[config.mk]
export PLATFORM = sky130hd
export DESIGN_NAME = alu_issue_ctrl
export DESIGN_NICKNAME = d
export VERILOG_FILES = /design/src/rtl/alu_issue_ctrl.sv
export SDC_FILE = /design/constraint.sdc
export NUM_CORES = 1
export LEC_CHECK = 0
export CAP_MARGIN = 20
export CORE_MARGIN = 1
export CORE_UTILIZATION = 59
export CTS_CLUSTER_DIAMETER = 40
export DETAILED_ROUTE_END_ITERATION = 10
export DONT_BUFFER_PORTS = 1
export HOLD_SLACK_MARGIN = 0.05
export PLACE_DENSITY_LB_ADDON = 0.05
export RECOVER_POWER = 100
export SLEW_MARGIN = 20
export SYNTH_ARGS = -nofsm -noshare
export SYNTH_HDL_FRONTEND = slang
export SYNTH_SLANG_ARGS = --single-unit
[constraint.sdc]
create_clock -name clk -period 9.3 [get_ports clk]
set_input_delay 1.395 -clock clk [delete_from_list [all_inputs] [get_ports clk]]
set_output_delay 1.395 -clock clk [all_outputs]
set_load 0.01 [all_outputs]
[src/rtl/alu_issue_ctrl.sv]
// ---------------------------------------------------------------------------
// alu_issue_ctrl
// Sequential issue / write-back controller for a 16-bit combinational ALU.
// Holds an NREGS-entry register file. It accepts one instruction at a time
// over a valid/ready handshake, reads both operands, presents them to the
// ALU, captures the result and carry/borrow, and writes the result back.
// It also keeps a sticky overflow flag.
//
// Ports
//   clk, reset                 rising-edge clock, async active-high reset
//   instr_valid / instr_ready  instruction handshake
//   instr_cop/rd/ra/rb         opcode, destination and source registers
//   alu_reg_A/B, alu_cop       registered operands and opcode to the ALU
//   alu_result, alu_OVF        combinational ALU response
//   wb_valid/wb_rd/wb_data     one-cycle write-back report
//   illegal                    one-cycle pulse when an illegal cop is rejected
//   ovf_flag, ovf_clr          sticky overflow flag and its synchronous clear
//   dbg_addr, dbg_data         combinational register-file read port
//
// Optional feature macro: ALU_ISSUE_FWD_EN
//   When defined, a new instruction may also be accepted in WB. Operands
//   that match the register being written back are forwarded from
//   wb_data instead of being read from the register file.
// ---------------------------------------------------------------------------
module alu_issue_ctrl #(
    parameter int INPUT_WIDTH = 16,
    parameter int NREGS       = 8,
    parameter int RA_W        = 3
) (
    input  logic                   clk,
    input  logic                   reset,
    input  logic                   instr_valid,
    output logic                   instr_ready,
    input  logic [3:0]             instr_cop,
    input  logic [RA_W-1:0]        instr_rd,
    input  logic [RA_W-1:0]        instr_ra,
    input  logic [RA_W-1:0]        instr_rb,
    output logic [INPUT_WIDTH-1:0] alu_reg_A,
    output logic [INPUT_WIDTH-1:0] alu_reg_B,
    output logic [3:0]             alu_cop,
    input  logic [INPUT_WIDTH-1:0] alu_result,
    input  logic                   alu_OVF,
    output logic                   wb_valid,
    output logic [RA_W-1:0]        wb_rd,
    output logic [INPUT_WIDTH-1:0] wb_data,
    output logic                   illegal,
    output logic                   ovf_flag,
    input  logic                   ovf_clr,
    input  logic [RA_W-1:0]        dbg_addr,
    output logic [INPUT_WIDTH-1:0] dbg_data
);

    typedef enum logic [1:0] {
        IDLE = 2'd0,
        EXEC = 2'd1,
        WB   = 2'd2
    } state_t;

    localparam logic [3:0] COP_ZERO = 4'b0000;
    localparam logic [3:0] COP_ADD  = 4'b0001;
    localparam logic [3:0] COP_SUB  = 4'b0010;
    localparam logic [3:0] COP_PASS = 4'b0011;
    localparam logic [3:0] COP_EQ   = 4'b0100;

    // Only the five ALU operations with a defined result may be issued.
    function automatic logic cop_is_legal(input logic [3:0] cop);
        logic legal;
        case (cop)
            COP_ZERO, COP_ADD, COP_SUB, COP_PASS, COP_EQ: legal = 1'b1;
            default:                                      legal = 1'b0;
        endcase
        return legal;
    endfunction

    state_t                 state_q, state_d;
    logic [INPUT_WIDTH-1:0] regfile_q [NREGS];
    logic [INPUT_WIDTH-1:0] regfile_d [NREGS];
    logic [INPUT_WIDTH-1:0] alu_a_q, alu_a_d;
    logic [INPUT_WIDTH-1:0] alu_b_q, alu_b_d;
    logic [3:0]             cop_q, cop_d;
    logic [RA_W-1:0]        rd_q, rd_d;
    logic                   wb_valid_q, wb_valid_d;
    logic [RA_W-1:0]        wb_rd_q, wb_rd_d;
    logic [INPUT_WIDTH-1:0] wb_data_q, wb_data_d;
    logic                   illegal_q, illegal_d;
    logic                   ovf_q, ovf_d;
    logic                   ready_s;
    logic                   accept_s;
    logic                   ovf_set_s;
    logic [INPUT_WIDTH-1:0] opnd_a_s, opnd_b_s;

    // Ready decode: IDLE always; WB as well when forwarding is built in.
    always_comb begin
        ready_s = 1'b0;
        case (state_q)
            IDLE:    ready_s = 1'b1;
`ifdef ALU_ISSUE_FWD_EN
            WB:      ready_s = 1'b1;
`else
            WB:      ready_s = 1'b0;
`endif
            EXEC:    ready_s = 1'b0;
            default: ready_s = 1'b0;
        endcase
    end

    // Operand fetch; in WB the register being written has not landed yet,
    // so with forwarding enabled a matching source takes wb_data instead.
    always_comb begin
        opnd_a_s = regfile_q[instr_ra];
        opnd_b_s = regfile_q[instr_rb];
`ifdef ALU_ISSUE_FWD_EN
        if ((state_q == WB) && (instr_ra == wb_rd_q)) begin
            opnd_a_s = wb_data_q;
        end else begin
            opnd_a_s = regfile_q[instr_ra];
        end
        if ((state_q == WB) && (instr_rb == wb_rd_q)) begin
            opnd_b_s = wb_data_q;
        end else begin
            opnd_b_s = regfile_q[instr_rb];
        end
`endif
    end

    // Next-state, datapath and flag logic.
    always_comb begin
        state_d    = state_q;
        regfile_d  = regfile_q;
        alu_a_d    = alu_a_q;
        alu_b_d    = alu_b_q;
        cop_d      = cop_q;
        rd_d       = rd_q;
        wb_valid_d = 1'b0;
        wb_rd_d    = wb_rd_q;
        wb_data_d  = wb_data_q;
        illegal_d  = 1'b0;
        ovf_set_s  = 1'b0;
        accept_s   = instr_valid & ready_s;

        case (state_q)
            IDLE: begin
                state_d = IDLE;
            end
            EXEC: begin
                // Capture the ALU response; wb_* become visible in WB.
                wb_valid_d = 1'b1;
                wb_rd_d    = rd_q;
                wb_data_d  = alu_result;
                if (alu_OVF && ((cop_q == COP_ADD) || (cop_q == COP_SUB))) begin
                    ovf_set_s = 1'b1;
                end else begin
                    ovf_set_s = 1'b0;
                end
                state_d = WB;
            end
            WB: begin
                regfile_d[wb_rd_q] = wb_data_q;
                state_d            = IDLE;
            end
            default: begin
                state_d = IDLE;
            end
        endcase

        // An accepted instruction overrides the default next state; an
        // illegal one only raises the pulse and lets the FSM fall to IDLE.
        if (accept_s) begin
            if (cop_is_legal(instr_cop)) begin
                alu_a_d = opnd_a_s;
                alu_b_d = opnd_b_s;
                cop_d   = instr_cop;
                rd_d    = instr_rd;
                state_d = EXEC;
            end else begin
                illegal_d = 1'b1;
            end
        end else begin
            illegal_d = 1'b0;
        end

        // Set beats clear when both land in the same cycle.
        if (ovf_set_s) begin
            ovf_d = 1'b1;
        end else if (ovf_clr) begin
            ovf_d = 1'b0;
        end else begin
            ovf_d = ovf_q;
        end
    end

    // State and datapath registers.
    always_ff @(posedge clk or posedge reset) begin
        if (reset) begin
            state_q    <= IDLE;
            for (int i = 0; i < NREGS; i++) begin
                regfile_q[i] <= '0;
            end
            alu_a_q    <= '0;
            alu_b_q    <= '0;
            cop_q      <= 4'd0;
            rd_q       <= '0;
            wb_valid_q <= 1'b0;
            wb_rd_q    <= '0;
            wb_data_q  <= '0;
            illegal_q  <= 1'b0;
            ovf_q      <= 1'b0;
        end else begin
            state_q    <= state_d;
            regfile_q  <= regfile_d;
            alu_a_q    <= alu_a_d;
            alu_b_q    <= alu_b_d;
            cop_q      <= cop_d;
            rd_q       <= rd_d;
            wb_valid_q <= wb_valid_d;
            wb_rd_q    <= wb_rd_d;
            wb_data_q  <= wb_data_d;
            illegal_q  <= illegal_d;
            ovf_q      <= ovf_d;
        end
    end

    assign instr_ready = ready_s;
    assign alu_reg_A   = alu_a_q;
    assign alu_reg_B   = alu_b_q;
    assign alu_cop     = cop_q;
    assign wb_valid    = wb_valid_q;
    assign wb_rd       = wb_rd_q;
    assign wb_data     = wb_data_q;
    assign illegal     = illegal_q;
    assign ovf_flag    = ovf_q;
    assign dbg_data    = regfile_q[dbg_addr];

endmodule

==> flow_summary.json, run 1 <==
{
  "type_of_the_worst_setup_path": "in2async",
  "routed_wire_length_per_instance_um": 28.2,
  "critical_path.startpoint_type": "primary input",
  "critical-path-top-delay-family": "buffers and inverters",
  "grtUsageTotal_pct": 28.0,
  "fp.dieH_um": 133,
  "finalNetCount": 612,
  "synth.distinct_cells": 28,
  "maxSlewViolCount": 112,
  "detailedRoute.firstPassIterationCount": 4,
  "worst_skew_pair.late_latency_ns": 0.44,
  "post-synth-top-area-fraction_pct": 46.8,
  "finalWirelength_um": 22800,
  "crit-reg2reg-launch": "state_q[1]",
  "die-area_um2": 17700,
  "worstHoldStart": "rd_q[0]",
  "h-tree-depth": 4,
  "initial_utilization_pct": 60.8,
  "die_width_um": 133,
  "synth_area_per_cell_um2": 17.3,
  "outcome": "complete, but fails checks",
  "synth_top_cell_by_area": "sky130_fd_sc_hd__dfrtp_1",
  "finalWorstPathRequiredPeriod_ns": 4.47,
  "required_ns": 8.99,
  "worst-endpoint-arrival_ns": 4.16,
  "postRouteAntennaNets": 0,
  "grt_overflow": 0,
  "timing.hold.worst.class": "reg2reg",
  "max-vdd-ir-drop_v": 0.000173,
  "post_synth_inst_count": 588,
  "clock_tree_from_tritoncts": "done",
  "cap_violations": 1,
  "holdPathStages": 1,
  "post-cts-setup-buffer-count": 0,
  "path_max_fanout": 111,
  "number_of_clock_buffers_inserted_by_tritoncts": 17,
  "cts_resized": 0,
  "cellLeakagePower_nw": 4.76,
  "hold_viol": 0,
  "timing.final.crit_share_pct": 48.1,
  "fill_cells": 1202,
  "synth-edff-count": 0,
  "synthesis.nets": 625,
  "drive_gt1_share_pct": 48.3,
  "post_synth_main_area_contributors": "sky130_fd_sc_hd__dfrtp_1, sky130_fd_sc_hd__mux2_2, sky130_fd_sc_hd__mux4_2, sky130_fd_sc_hd__mux4_1, sky130_fd_sc_hd__mux2_1",
  "clock-skew-final_ns": 0.0115,
  "critical-path-max-stage-delay_ns": 2.63,
  "synth-seq-cells": 190,
  "synth_common_cells": "sky130_fd_sc_hd__dfrtp_1, sky130_fd_sc_hd__mux2_2, sky130_fd_sc_hd__mux4_2, sky130_fd_sc_hd__mux2_1",
  "maxClockFrequency_mhz": 224,
  "failed_checks": "max-capacitance violations, max-slew violations",
  "drc": 0,
  "placeableCoreArea_um2": 16700,
  "totalPowerFinal_mw": 2.88,
  "rsz0062_at_grt": "no",
  "cts.root.buffer_cell": "sky130_fd_sc_hd__clkbuf_16",
  "synth.yosys.warnings": 0,
  "max_slew.worst_pin.slew_ns": 4.85,
  "num_vias": 5549,
  "worst_slew_margin_rel_pct": -225,
  "cts.sinks": 190,
  "antenna_found_initial": 0,
  "floorplan.io_pins": 112,
  "post_syn_area_um2": 10200,
  "setup.reg_to_reg.worst_slack_ns": 6.41,
  "hpwlAfterDp_um": 13600,
  "r2r_cells": 3,
  "hold_buffers": 0,
  "area_delta_synth_final_pct": 5.39,
  "cts.path.max_buffers": 2,
  "gpl.final_weighted_congestion": 0.752,
  "grt_pass1_vias": 5934,
  "hold_end": "rd_q[0]",
  "critPathCaptureType": "async pin",
  "worst_slack_ns": 4.83,
  "asyncSetResetFlopFracSynth_pct": 100,
  "finish.utilization_pct": 64.1,
  "synthFlopType": "sky130_fd_sc_hd__dfrtp_1",
  "antenna_cells": 0,
  "power_density_nw_per_um2": 269,
  "numPortBuffers": 0,
  "core.rowCount": 47,
  "crit_chain": "clkinvlp_2",
  "yosysMostFrequentCell": "sky130_fd_sc_hd__dfrtp_1",
  "clk_transition_reported_paths_ns": 0.07,
  "drtIter0Drc": 262,
  "grt_start_max_net_pins": 112,
  "grt_first_pass_wirelength_um": 36300,
  "dp_slack_ns": 5.70,
  "final_setup_violating_endpoints": 0,
  "vias_per_cell": 6.87,
  "critical_path.reg2reg.endpoint": "wb_data[15]",
  "cpMaxStageDelayCell": "sky130_fd_sc_hd__clkinvlp_2",
  "sequential_element_share_of_the_synthesized_area_pct": 46.8,
  "tns_ns": 0,
  "path_buf_inv": 1
}
[metal layers]
| metal | global-route usage, % | routed length, µm | vias to the layer above |
|---|---|---|---|
| met2 | 46.7 | 11900 | 133 |
| met3 | 5.52 | 987 | 30 |
| met1 | 37.8 | 9590 | 3073 |
| met5 | 0 | 0 | - |
| met4 | 8.14 | 350 | 0 |
| li1 | - | - | 2313 |
[per-stage QoR]
step	hold WS [ns]	area, µm²	std cells
detailed placement	0.474	10200	776
global placement	0.462	10200	776
finish	0.488	10700	808
CTS	0.491	10800	808
floorplan	0.452	10200	588
global route	0.509	10700	808
[worst max-delay path by stage]
stage	from	to	depth (start not counted)	slack, ns
floorplan	reset	alu_cop[0]	1	2.73
global placement	dbg_addr[0]	dbg_data[10]	2	5.72
detailed placement	dbg_addr[0]	dbg_data[10]	2	5.70
CTS	dbg_addr[0]	dbg_data[10]	2	5.69
global route	reset	regfile_q[4]	1	4.02
finish	reset	alu_reg_B[8]	1	4.83
[sequential cells by signal (all words and copies together), names as in the netlist]
signal     cells
wb_rd          3
alu_cop        4
illegal        1
state_q        2
alu_reg_B     16
wb_data       16
alu_reg_A     16
rd_q           3
regfile_q    128
ovf_flag       1
[power breakdown]
group	internal [mW]	leakage (nW)	switching (mW)	total, mW
combinational	0.513	2.00	0.204	0.718
clock	0.399	0.277	0.330	0.729
sequential	1.10	2.48	0.335	1.44
[cells in the final DEF, fill, tap and decap left out, types with 3 or more instances in the layout]
master,instances
sky130_fd_sc_hd__nand3b_1,3
sky130_fd_sc_hd__dfrtp_1,190
sky130_fd_sc_hd__mux2_2,167
sky130_fd_sc_hd__mux4_1,17
sky130_fd_sc_hd__clkbuf_16,17
sky130_fd_sc_hd__clkinvlp_4,4
sky130_fd_sc_hd__clkinv_4,3
sky130_fd_sc_hd__mux4_2,77
sky130_fd_sc_hd__inv_6,4
sky130_fd_sc_hd__nor2_1,5
sky130_fd_sc_hd__clkbuf_1,10
sky130_fd_sc_hd__mux2_1,66
[final cells by class]
cell class / instances / area (µm²) / share of cell area (%)
Sequential cell: 190 / 4750 / 44.4
Tap cell: 220 / 275 / 2.57
Clock inverter: 15 / 161 / 1.51
Multi-Input combinational cell: 353 / 5020 / 47.0
Inverter: 2 / 8.76 / 0.0819
Clock buffer: 17 / 425 / 3.98
Timing Repair Buffer: 11 / 48.8 / 0.456
[cells by family (layout without fill, tap and decap cells)]
family | count (synthesis) | after routing | synth area share (%)
and+or+nand+nor | 21 | 21 | 1.44
DFF | 190 | 190 | 46.8
muxes | 329 | 329 | 48.5
AOI/OAI and AO/OA | 2 | 2 | 0.123
buffers and inverters | 45 | 45 | 3.06
xor gates and xnor gates | 1 | 1 | 0.0863
Note: power is estimated with default switching activity, not from simulation.
==> run 2, diff against run 1 <==
--- a/config.mk
+++ b/config.mk
@@ -7,7 +7,7 @@
 export LEC_CHECK = 0
 export CAP_MARGIN = 20
 export CORE_MARGIN = 1
-export CORE_UTILIZATION = 59
+export CORE_UTILIZATION = 58
 export CTS_CLUSTER_DIAMETER = 40
 export DETAILED_ROUTE_END_ITERATION = 10
 export DONT_BUFFER_PORTS = 1
==> constraint.sdc (replaced) <==
create_clock -name clk -period 3.63 [get_ports clk]
set_input_delay 0.5445 -clock clk [delete_from_list [all_inputs] [get_ports clk]]
set_output_delay 0.5445 -clock clk [all_outputs]
set_load 0.01 [all_outputs]
==> run 2 against run 1 <==
The flow still finishes with violations (max-capacitance violations, max-slew violations). Clock skew fell by 0.0037 ns. Combinational power rose to 2.5 times the previous value. Hold slack got worse by 0.25 ns. Critical path type is now reg2reg. Core utilization fell by 1.3 points. Wire length fell by 0.90%. Sequential power rose to 2.5 times the previous value. Setup slack got worse by 4.0 ns. Largest cell class unchanged. Register-to-register slack got worse by 5.5 ns. Sequential cell count did not move. Critical endpoint is now regfile_q[40]. Design area rose by 0.76%.
==> flow_summary.json, run 2 (same netlist as run 1, synthesis figures left out) <==
{
  "outcome": "complete, but fails checks",
  "failed_checks": "max-capacitance violations, max-slew violations",
  "critical_path.startpoint_type": "flip-flop",
  "initial_utilization_pct": 59.1,
  "r2r_cells": 4,
  "grt_overflow": 0,
  "drc": 0,
  "maxSlewViolCount": 17,
  "tns_ns": 0,
  "maxClockFrequency_mhz": 361,
  "hpwlAfterDp_um": 13300,
  "required_ns": 3.94,
  "clock_tree_from_tritoncts": "done",
  "h-tree-depth": 4,
  "dp_slack_ns": 1.37,
  "cts.root.buffer_cell": "sky130_fd_sc_hd__clkbuf_16",
  "die-area_um2": 18000,
  "layout.cells.most_common": "sky130_fd_sc_hd__dfrtp_1",
  "worst-endpoint-arrival_ns": 3.07,
  "cap_violations": 1,
  "post-cts-setup-buffer-count": 0,
  "worst_slew_margin_rel_pct": -3.29,
  "path_max_fanout": 16,
  "antenna_cells": 0,
  "critical_path.reg2reg.endpoint": "regfile_q[40]",
  "worst_slack_ns": 0.863,
  "detailedRoute.firstPassIterationCount": 4,
  "hold_buffers": 0,
  "placeableCoreArea_um2": 17200,
  "holdWs_ns": 0.234,
  "number_of_clock_buffers_inserted_by_tritoncts": 17,
  "hold_viol": 0,
  "largest_register_ffs": 128,
  "vias_per_cell": 6.69,
  "num_vias": 5439,
  "rsz0062_at_grt": "no",
  "cellLeakagePower_nw": 4.81,
  "critPathCaptureType": "flip-flop",
  "grtUsageTotal_pct": 27.0,
  "cts.path.max_buffers": 2,
  "drtIter0Drc": 259,
  "timing_endpoint_of_the_critical_path": "regfile_q[40]",
  "clk_transition_reported_paths_ns": 0.07,
  "finalWirelength_um": 22600,
  "die_width_um": 134,
  "setup.reg_to_reg.worst_slack_ns": 0.86,
  "drive_gt1_share_pct": 49.1,
  "crit-reg2reg-launch": "state_q[1]",
  "power_density_nw_per_um2": 694,
  "mostFrequentLayoutCells": "sky130_fd_sc_hd__dfrtp_1, sky130_fd_sc_hd__mux2_2, sky130_fd_sc_hd__mux4_2, sky130_fd_sc_hd__mux2_1",
  "postRouteAntennaNets": 0,
  "floorplan.io_pins": 112,
  "grt_pass1_vias": 5819,
  "timing.hold.worst.class": "in2reg",
  "register_containing_the_most_flip_flops_in_the_final_layout": "regfile_q",
  "numPortBuffers": 0,
  "type_of_the_worst_setup_path": "reg2reg",
  "fill_cells": 1271,
  "max-vdd-ir-drop_v": 0.000353,
  "max_slew.worst_pin.slew_ns": 1.55,
  "cp-startpoint": "state_q[1]",
  "timing.final.crit_share_pct": 76.2,
  "grt_start_max_net_pins": 75,
  "gpl.final_weighted_congestion": 0.773,
  "clock-skew-final_ns": 0.00779,
  "fp.dieH_um": 134,
  "core.rowCount": 48,
  "finish.utilization_pct": 62.8,
  "routed_wire_length_per_instance_um": 27.8,
  "area_delta_synth_final_pct": 6.19,
  "finalWorstPathRequiredPeriod_ns": 2.77,
  "finalNetCount": 612,
  "final_setup_violating_endpoints": 0,
  "worst_skew_pair.late_latency_ns": 0.43,
  "cts_resized": 0,
  "antenna_found_initial": 0,
  "cts.sinks": 190,
  "grt_first_pass_wirelength_um": 35500
}
## run 2: cell count changes in the layout (fill, tap and decap cells not counted), sizes merged
cell / change
buf: +2
clkinvlp: -2
bufinv: +2
inv: -2
## run 2: worst min-delay path by stage
stage | start | endpoint | slack, ns | cells after the start
CTS | reset | wb_data[9] | 0.07 | 1
global placement | rd_q[0] | rd_q[0] | 0.46 | 1
floorplan | rd_q[0] | rd_q[0] | 0.45 | 1
detailed placement | rd_q[1] | rd_q[1] | 0.47 | 1
finish | ovf_clr | ovf_flag | 0.23 | 1
global route | instr_rd[1] | rd_q[1] | 0.25 | 1
## run 2: cell type report
class                      instances  area, µm²  share of cell area (%)
clock buffer                      19        453                    4.20
timing repair buffer              11       67.6                   0.627
multi-input combinational        353       5030                    46.7
clock inverter                    13        185                    1.72
sequential                       190       4750                    44.1
inverter                           2       8.76                  0.0813
tap                              225        282                    2.61
## run 2: report_power, final
part	internal, mW	switching [mW]
registers	2.82	0.844
logic	1.32	0.501
clock network	1.19	0.804
## run 2: routing by layer
layer	up-vias	part of all wire [%]	global-route usage, %
met1	2973	41	36.2
met5	-	0	0
met3	23	5.4	5.22
li1	2294	-	-
met2	149	52	45.4
met4	0	1.3	7.24
## run 2: worst max-delay path: stages, from the launching register on
cell	delay [ns]
sky130_fd_sc_hd__dfrtp_1	0.49
sky130_fd_sc_hd__nor3b_1	0.46
sky130_fd_sc_hd__nor2b_1	0.19
sky130_fd_sc_hd__clkbuf_1	1.06
sky130_fd_sc_hd__mux2_2	0.44
## run 2: stage by stage
stage	std cells	cell area (µm²)	power, mW
floorplan	588	10200	5.15
global placement	781	10300	5.48
detailed placement	781	10300	5.60
CTS	813	10900	7.60
global route	813	10800	7.86
finish	813	10800	7.48
